==> src/rtl/bcd_counter_pkg.sv <==
// Shared constants and helpers for the four-decade BCD counter.
package bcd_counter_pkg;

  localparam logic [3:0] DIGIT_MAX        = 4'd9;
  localparam logic [3:0] DIGIT_MIN        = 4'd0;
  localparam int         TICK_DIV_DEFAULT = 100_000_000;

  // Nibbles that are not valid BCD are forced to zero on load.
  function automatic logic [3:0] bcd_sanitize(input logic [3:0] nib);
    return (nib > DIGIT_MAX) ? DIGIT_MIN : nib;
  endfunction

endpackage

==> src/rtl/bcd_digit.sv <==
// One decade of the counter: registered digit with combinational carry/borrow out.
module bcd_digit
  import bcd_counter_pkg::*;
(
  input  logic       clk_100MHz,
  input  logic       reset,
  input  logic       step_in,
  input  logic       up_down,
  input  logic       clear,
  input  logic       load,
  input  logic [3:0] load_digit,
  output logic [3:0] digit,
  output logic       step_out
);

  assign step_out = step_in & (up_down ? (digit == DIGIT_MAX) : (digit == DIGIT_MIN));

  always_ff @(posedge clk_100MHz) begin
    if (reset || clear)
      digit <= DIGIT_MIN;
    else if (load)
      digit <= bcd_sanitize(load_digit);
    else if (step_in) begin
      if (up_down)
        digit <= (digit >= DIGIT_MAX) ? DIGIT_MIN : digit + 4'd1;
      else
        digit <= (digit == DIGIT_MIN || digit > DIGIT_MAX) ? DIGIT_MAX : digit - 4'd1;
    end
  end

endmodule

==> src/rtl/bcd_counter.sv <==
// Four-digit up/down BCD counter with start/stop toggle, prescaled step tick,
// clear, load and a one-cycle rollover pulse on wrap.
module bcd_counter
  import bcd_counter_pkg::*;
#(
  parameter int TICK_DIV = TICK_DIV_DEFAULT
) (
  input  logic        clk_100MHz,
  input  logic        reset,
  input  logic        start_stop,
  input  logic        clear,
  input  logic        load,
  input  logic [15:0] load_value,
  input  logic        up_down,
  output logic [3:0]  ones,
  output logic [3:0]  tens,
  output logic [3:0]  hundreds,
  output logic [3:0]  thousands,
  output logic        running,
  output logic        rollover
);

  localparam int              PW        = (TICK_DIV > 1) ? $clog2(TICK_DIV) : 1;
  localparam logic [PW-1:0]   TICK_LAST = PW'(TICK_DIV - 1);

  logic          start_prev;
  logic [PW-1:0] presc;
  logic          tick;
  logic          step;
  logic [3:0][3:0] dig;
  logic [4:0]    chain;

  assign tick = running & (presc == TICK_LAST);
  // A tick landing on a clear or load cycle is dropped entirely.
  assign step = tick & ~clear & ~load;

  always_ff @(posedge clk_100MHz) begin
    if (reset) begin
      start_prev <= 1'b0;
      running    <= 1'b0;
    end else begin
      start_prev <= start_stop;
      if (start_stop && !start_prev)
        running <= ~running;
    end
  end

  always_ff @(posedge clk_100MHz) begin
    if (reset || clear || load)
      presc <= '0;
    else if (running)
      presc <= tick ? '0 : presc + PW'(1);
  end

  assign chain[0] = step;

  genvar g;
  generate
    for (g = 0; g < 4; g++) begin : g_digit
      bcd_digit u_digit (
        .clk_100MHz (clk_100MHz),
        .reset      (reset),
        .step_in    (chain[g]),
        .up_down    (up_down),
        .clear      (clear),
        .load       (load),
        .load_digit (load_value[4*g +: 4]),
        .digit      (dig[g]),
        .step_out   (chain[g+1])
      );
    end
  endgenerate

  always_ff @(posedge clk_100MHz) begin
    if (reset)
      rollover <= 1'b0;
    else
      rollover <= chain[4];
  end

  assign ones      = dig[0];
  assign tens      = dig[1];
  assign hundreds  = dig[2];
  assign thousands = dig[3];

endmodule

==> config.mk <==
export PLATFORM = sky130hd
export DESIGN_NAME = bcd_counter
export DESIGN_NICKNAME = d
export VERILOG_FILES = /design/src/rtl/bcd_counter_pkg.sv /design/src/rtl/bcd_digit.sv /design/src/rtl/bcd_counter.sv
export SDC_FILE = /design/constraint.sdc
export NUM_CORES = 1
export LEC_CHECK = 0
export BUFFER_PORTS_ARGS = -buffer_cell sky130_fd_sc_hd__buf_2
export CORE_MARGIN = 8
export CORE_UTILIZATION = 59
export DETAILED_ROUTE_END_ITERATION = 8
export MAX_ROUTING_LAYER = met4
export PLACE_DENSITY = 0.86
export SLEW_MARGIN = 20
export SYNTH_ARGS = -nofsm -noshare
export SYNTH_HDL_FRONTEND = slang
export SYNTH_HIERARCHICAL = 1
export SYNTH_SLANG_ARGS = --single-unit
==> constraint.sdc <==
create_clock -name clk_100MHz -period 5.08 [get_ports clk_100MHz]
set_clock_uncertainty 0.1 [all_clocks]
set_input_delay 0.508 -clock clk_100MHz [delete_from_list [all_inputs] [get_ports clk_100MHz]]
set_output_delay 0.508 -clock clk_100MHz [all_outputs]
set_load 0.05 [all_outputs]
# [Word level (Yosys, flattened, before mapping)]
# Index checks and enable logic that the tools add are counted.
[op_classes] n_addsub=9 n_mul=0 div=0 magnitude_cmp=12 n_eq_ne=5 shift=0 muxes=29 n_bitwise=10 reduce_logical=16
[ops] cell="$mux 4" n=24
[ops] cell="$gt 4x4->1 const B" n=8
[ops] cell="$add 27x1->27 const B" n=1
[ops] cell="$eq 27x27->1 const B" n=1
[ops] cell="$mux 27" n=1
[ops] cell="$add 4x1->4 const B" n=4
[ops] cell="$eq 4x4->1 const B" n=4
[ops] cell="$ge 4x4->1 const B" n=4
[ops] cell="$logic_not 4->1" n=4
[ops] cell="$sub 4x1->4 const B" n=4
[ops] cell="$reduce_bool 2->1" n=4
[ops] cell="$and 1x1->1" n=7
[ops] cell="$logic_or 1x1->1" n=6
[ops] cell="$mux 1" n=4
[ops] cell="$not 1->1" n=3
[ops] cell="$logic_and 1x1->1" n=1
[ops] cell="$logic_not 1->1" n=1
[totals] reg_bits=46 latch_bits=0 ram_bits=0 rom_bits=0 out_inout_bits=18 elab_cells=89 mem_count=0

# [Depth between registers and ports, before layout]
[logic_depth] word_depth=9 mapped_depth=14

# [Cells and area by module]
# The synthesis kept the hierarchy.
[modules_own_cells] mod="bcd_digit" instances=4 cells_per_inst=62 area_per_inst_um2=446.7 seq_area_each_um2=80.1
[modules_own_cells] mod="bcd_counter" instances=1 cells_per_inst=169 area_per_inst_um2=1447.6 seq_area_each_um2=600.6

# [Worst setup path before layout]
# OpenSTA, ideal clock, no wires.
[synth_timing] kind="reg-to-reg" from="reg running" to="reg g_digit[3].u_digit.digit[0]" setup_ns=0.070 arrival_time_ns=4.032 t_required_ns=4.910 setup_slack_ns=0.878 stages_incl_launch_ff=15 path_buffers=1 cell_sequence="dfxtp_1 buf_2 and4_1 nand3_1 nor4_1 inv_1 nor3_1 inv_1 nor3_1 inv_1 nor3_1 inv_1 a31oi_1 o2bb2ai_1 a21oi_1"
[synth_via] elab_chain_len=7
[synth_lines] element="start, declared" line="bcd_counter.sv:19" text="output logic running,"
[synth_lines] element="start signal, assigned" line="bcd_counter.sv:44" text="running <= ~running;"
[synth_lines] element="$and 1x1->1" line="bcd_counter.sv:33" text="assign tick = running & (presc == TICK_LAST);"
[synth_lines] element="$and 1x1->1 (2 in a row)" line="bcd_counter.sv:35" text="assign step = tick & ~clear & ~load;"
[synth_lines] element="net chain[0]" line="bcd_counter.sv:31" text="logic [4:0] chain;"
[synth_lines] element="$and 1x1->1" line="bcd_digit.sv:16" text="assign step_out = step_in & (up_down ? (digit == DIGIT_MAX) : (digit == DIGIT_MIN));"
[synth_lines] element="net chain[1]" line="bcd_counter.sv:31"
[synth_lines] element="$and 1x1->1" line="bcd_digit.sv:16"
[synth_lines] element="net chain[2]" line="bcd_counter.sv:31"
[synth_lines] element="$and 1x1->1" line="bcd_digit.sv:16"
[synth_lines] element="net chain[3]" line="bcd_counter.sv:31"
[synth_lines] element="$reduce_bool 2->1 (no source line)"
[synth_lines] element="end signal, assigned" line="bcd_digit.sv:22" text="digit <= bcd_sanitize(load_digit);"
[synth_lines] element="end signal, assigned" line="bcd_digit.sv:25" text="digit <= (digit >= DIGIT_MAX) ? DIGIT_MIN : digit + 4'd1;"
[synth_lines] element="end signal, assigned" line="bcd_digit.sv:27" text="digit <= (digit == DIGIT_MIN || digit > DIGIT_MAX) ? DIGIT_MAX : digit - 4'd1;"
[synth_lines] element="end, declared" line="bcd_digit.sv:12" text="output logic [3:0] digit,"
# The timed path passes the listed nets, and every way through them passes these cells.
# A chain may end at the register's enable or synchronous reset.

# [Worst setup path in the final report]
[layout_timing] from="reg presc[10]" to="reg g_digit[3].u_digit.digit[3]"
[layout_via] elab_chain_len=8
[layout_lines] element="start, declared" line="bcd_counter.sv:27" text="logic [PW-1:0] presc;"
[layout_lines] element="start signal, assigned" line="bcd_counter.sv:52" text="presc <= tick ? '0 : presc + PW'(1);"
[layout_lines] element="$eq 27x27->1" line="bcd_counter.sv:33"
[layout_lines] element="$and 1x1->1" line="bcd_counter.sv:33"
[layout_lines] element="$and 1x1->1 (2 in a row)" line="bcd_counter.sv:35"
[layout_lines] element="net chain[0]" line="bcd_counter.sv:31"
[layout_lines] element="$and 1x1->1" line="bcd_digit.sv:16"
[layout_lines] element="net chain[1]" line="bcd_counter.sv:31"
[layout_lines] element="$and 1x1->1" line="bcd_digit.sv:16"
[layout_lines] element="net chain[2]" line="bcd_counter.sv:31"
[layout_lines] element="$and 1x1->1" line="bcd_digit.sv:16"
[layout_lines] element="net chain[3]" line="bcd_counter.sv:31"
[layout_lines] element="$reduce_bool 2->1 (no source line)"
# The timed path passes the listed nets, and every way through them passes these cells.

==> out/summary.md <==
0 antenna diodes ended up in the layout. The share of flip-flops with an asynchronous set or reset is 0. Counting every sink on the clock net gives 46. Setup repair after global routing left no endpoint under its margin. The die is 90.0 um wide. The run finished with clean final reports.

The iteration count of the initial detailed-routing pass is 5, and the number of max-capacitance violations reported is 0. For this run, the post-layout net count is 483. Count of input and output buffers: 39.

The mapped cell area came out at 3230 um^2. In this run, post-CTS repair resized a total of 0 instances. The tools report the worst-case headroom to the max-slew limit as 0.558. For the DRC violation count after routing, the log shows 0. Once detailed placement completed, the half-perimeter wirelength came to 5590 um.

The run gives 0 as the count of antenna-violating nets left after detailed routing. Across the VDD grid, the largest voltage drop is 0.000113 V. For this block, the routed nets add up to 7660 um of wire. The pin slew with the least headroom to its limit works out to 658 ps. Of all nets on the critical path, the largest fanout is 7. The clock buffer count from CTS came out at 5.

Counting the fill cells in the layout gives 478. Among all flip-flop cells after synthesis, the most frequent one is sky130_fd_sc_hd__dfxtp_1. After floorplanning, the core was sized to cover 5410 um^2.

The area growth from synthesis to layout is 9.13%. Summed over all failing endpoints, the final setup total negative slack is 0 ps. The count of pins on the block boundary came out at 40. The initial core utilization was 0.598. The net switching share of the total power was 0.259. The run gives 0 as the total global routing overflow. The synthesized design contains 46 register bits.

The tools report the max-slew violation total from the final report as 0. Buffers added to address setup during post-CTS repair amount to 0. Dividing the synthesized area by the synthesized cell count gives 7.76 um^2. The endpoint class of the critical path was a flip-flop. The combinational cell fraction of total power is 0.122, and the number of DRC markers in iteration 0 is 317.

Timing would allow up to 224 MHz. The root buffer cell was sky130_fd_sc_hd__clkbuf_8. The via-per-instance ratio is 6.30. The average detailed-routed wire length per instance is 14.7 um.

For the routability-driven placement congestion ratio, the log shows 0.941. The analysis attributes to net switching a power of 177 uW. The tools report the die outline area as 8110 um^2.

The worst setup path is launched from a flip-flop. Entering global routing, the biggest net connects 37 pins. The classification of the worst setup path was reg2reg.

The path type of the worst min-delay path is in2reg. The largest area contributor in the netlist was sky130_fd_sc_hd__dfxtp_1. The tools report the register share of total power as 0.547. The clock slew at the register clock pins of the worst setup and hold paths works out to 80 ps. The static leakage is 1.20 nW, and the number of failing setup endpoints in the final timing report is 0. The final period utilization came out at 0.879. The tools report the number of vias in the routed layout as 3282. Row generation in the floorplan step produced 27 rows. The number of antenna violations at the first check in global routing came out at 0.

The number of nets handed over by synthesis was 452. The distinct cell type count of the synthesized netlist came out at 45. TritonCTS built the clock tree. The wire length of the first global-routing pass came out at 13400 um. The overall fraction of global-route tracks in use was 0.192; the vertical die dimension was 90.0 um.

The run gives 504 uW as the internal cell power. The power density normalized to cell area was 193 nW/um^2; the buffer levels on the longest clock path was 2. The tools report the clock network fraction of total power as 0.331. The area share of the largest cell type after synthesis works out to 0.285. The number of global-route vias before repair was 3092.

For the proportion of synthesized chip area in sequential cells, the log shows 0.285. The endpoint arrival time on the critical path was 4540 ps; the worst endpoint required time was 5160 ps. The number of enable-type register cells in the synthesized netlist was 0; the ratio of cells with drive above 1 in the final layout was 0.140. Synthesis handed over a netlist of 417 instances. After clock tree synthesis, the flow added hold-fix buffers numbering 0.

Yosys printed 6 warnings. The tools report the minimum hold slack as 369 ps. The final critical-path required period came out at 4470 ps.

Ranked by total cell area, the synthesized netlist is headed by sky130_fd_sc_hd__dfxtp_1 (28%), sky130_fd_sc_hd__a21oi_1 (6.7%), sky130_fd_sc_hd__o21ai_0 (5.1%). The tools report the final hold violation count as 0. At the later pin of the worst-skew pair, clock insertion delay measures 290 ps. The H-tree was split into 2 levels.
## synthesized netlist by cell type, drive strengths merged, types with 6 or more instances
master / n
inv: 22
clkbuf: 11
nor2: 33
a31oi: 10
dfxtp: 46
ha: 13
nand4b: 8
buf: 6
a21oi: 43
nand2: 33
nor3b: 8
xnor2: 6
xor2: 9
or4: 11
o21ai: 33
nand4: 12
or3: 6
nand3: 10
o31ai: 9
nor3: 16
nand2b: 7
## flip-flops by register name, indices dropped and copies added (netlist names)
name                   flops
presc                     27
g_digit.u_digit/digit     16
rollover                   1
running                    1
start_prev                 1
## worst paths after layout
check	depth (start not counted)	to	slack (ps)	start
min reg2reg	2	presc[26]	390	presc[26]
min	2	start_prev	370	start_stop
max reg2reg	13	g_digit[3].u_digit/digit[3]	610	presc[10]
max	13	g_digit[3].u_digit/digit[3]	610	presc[10]
## kinds of logic (layout without fill, tap and decap cells)
kind of cell,Yosys count,after routing,share of synthesized area
AND/OR/NAND/NOR,174,174,0.313
XOR/XNOR,15,15,0.0406
buffers and inverters,39,71,0.0553
flip-flops,46,46,0.285
AO/OA/AOI/OAI,130,130,0.256
adder cells (fa/ha/maj),13,13,0.0503
## through the flow
step | power (mW) | setup slack (ps) | instance area [um^2] | util | std cells
finish | 0.681 | 614 | 3530 | 0.653 | 521
global route | 0.713 | 14.2 | 3530 | 0.653 | 521
CTS | 0.689 | 685 | 3530 | 0.653 | 521
detailed placement | 0.463 | 695 | 3440 | 0.636 | 513
global placement | 0.461 | 1010 | 3440 | 0.636 | 513
floorplan | 0.434 | 878 | 3230 | - | 417
## per-layer routing
| metal | vias to the layer above | share of wire | track usage |
|---|---|---|---|
| met5 | - | 0 | - |
| met4 | 0 | 0.0097 | 0.0472 |
| met2 | 106 | 0.48 | 0.327 |
| met1 | 1538 | 0.46 | 0.234 |
| met3 | 10 | 0.044 | 0.0274 |
| li1 | 1628 | - | - |
## worst max-delay path, stage by stage (launching register included)
cell                       delay, ps
sky130_fd_sc_hd__dfxtp_1         380
sky130_fd_sc_hd__nor4b_1         330
sky130_fd_sc_hd__nand4_1         300
sky130_fd_sc_hd__nor4_1          320
sky130_fd_sc_hd__buf_4           190
sky130_fd_sc_hd__inv_1            70
sky130_fd_sc_hd__nor3_1          550
sky130_fd_sc_hd__inv_1           190
sky130_fd_sc_hd__nor3_1          580
sky130_fd_sc_hd__inv_1           190
sky130_fd_sc_hd__nor3_1          580
sky130_fd_sc_hd__o311ai_0        250
sky130_fd_sc_hd__o21ai_0         200
sky130_fd_sc_hd__o21ai_0         100
## cells in the final DEF (no fill, tap or decap), types with 9 or more instances in the layout
master                    Yosys  layout
sky130_fd_sc_hd__dfxtp_1     46      46
sky130_fd_sc_hd__a21oi_1     43      43
sky130_fd_sc_hd__buf_2        2      39
sky130_fd_sc_hd__nor2_1      33      33
sky130_fd_sc_hd__nand2_1     33      33
sky130_fd_sc_hd__o21ai_0     33      33
sky130_fd_sc_hd__inv_1       22      22
sky130_fd_sc_hd__nor3_1      16      16
sky130_fd_sc_hd__ha_1        13      13
sky130_fd_sc_hd__or4_1       11      11
sky130_fd_sc_hd__nand4_1     10      10
sky130_fd_sc_hd__nand3_1     10      10
sky130_fd_sc_hd__a31oi_1     10      10
sky130_fd_sc_hd__xor2_1       9       9
sky130_fd_sc_hd__o31ai_1      9       9
## power by group through the flow
stage | combinational [mW] | clock, mW | sequential [mW]
global placement | 0.0804 | 0 | 0.380
global route | 0.0916 | 0.248 | 0.374
floorplan | 0.0479 | 0 | 0.386
finish | 0.0829 | 0.226 | 0.372
CTS | 0.0824 | 0.234 | 0.372
detailed placement | 0.0820 | 0 | 0.381
## area by class of cell
class / count / area [um^2] / share of cell area
clock buffer: 7 / 86.3 / 0.0245
clock inverter: 1 / 5.00 / 0.00142
inverter: 22 / 82.6 / 0.0234
multi-input combinational: 332 / 2130 / 0.605
sequential: 46 / 921 / 0.261
tap: 72 / 90.1 / 0.0255
timing repair buffer: 41 / 210 / 0.0596
Power figures use the tool's default switching activity.
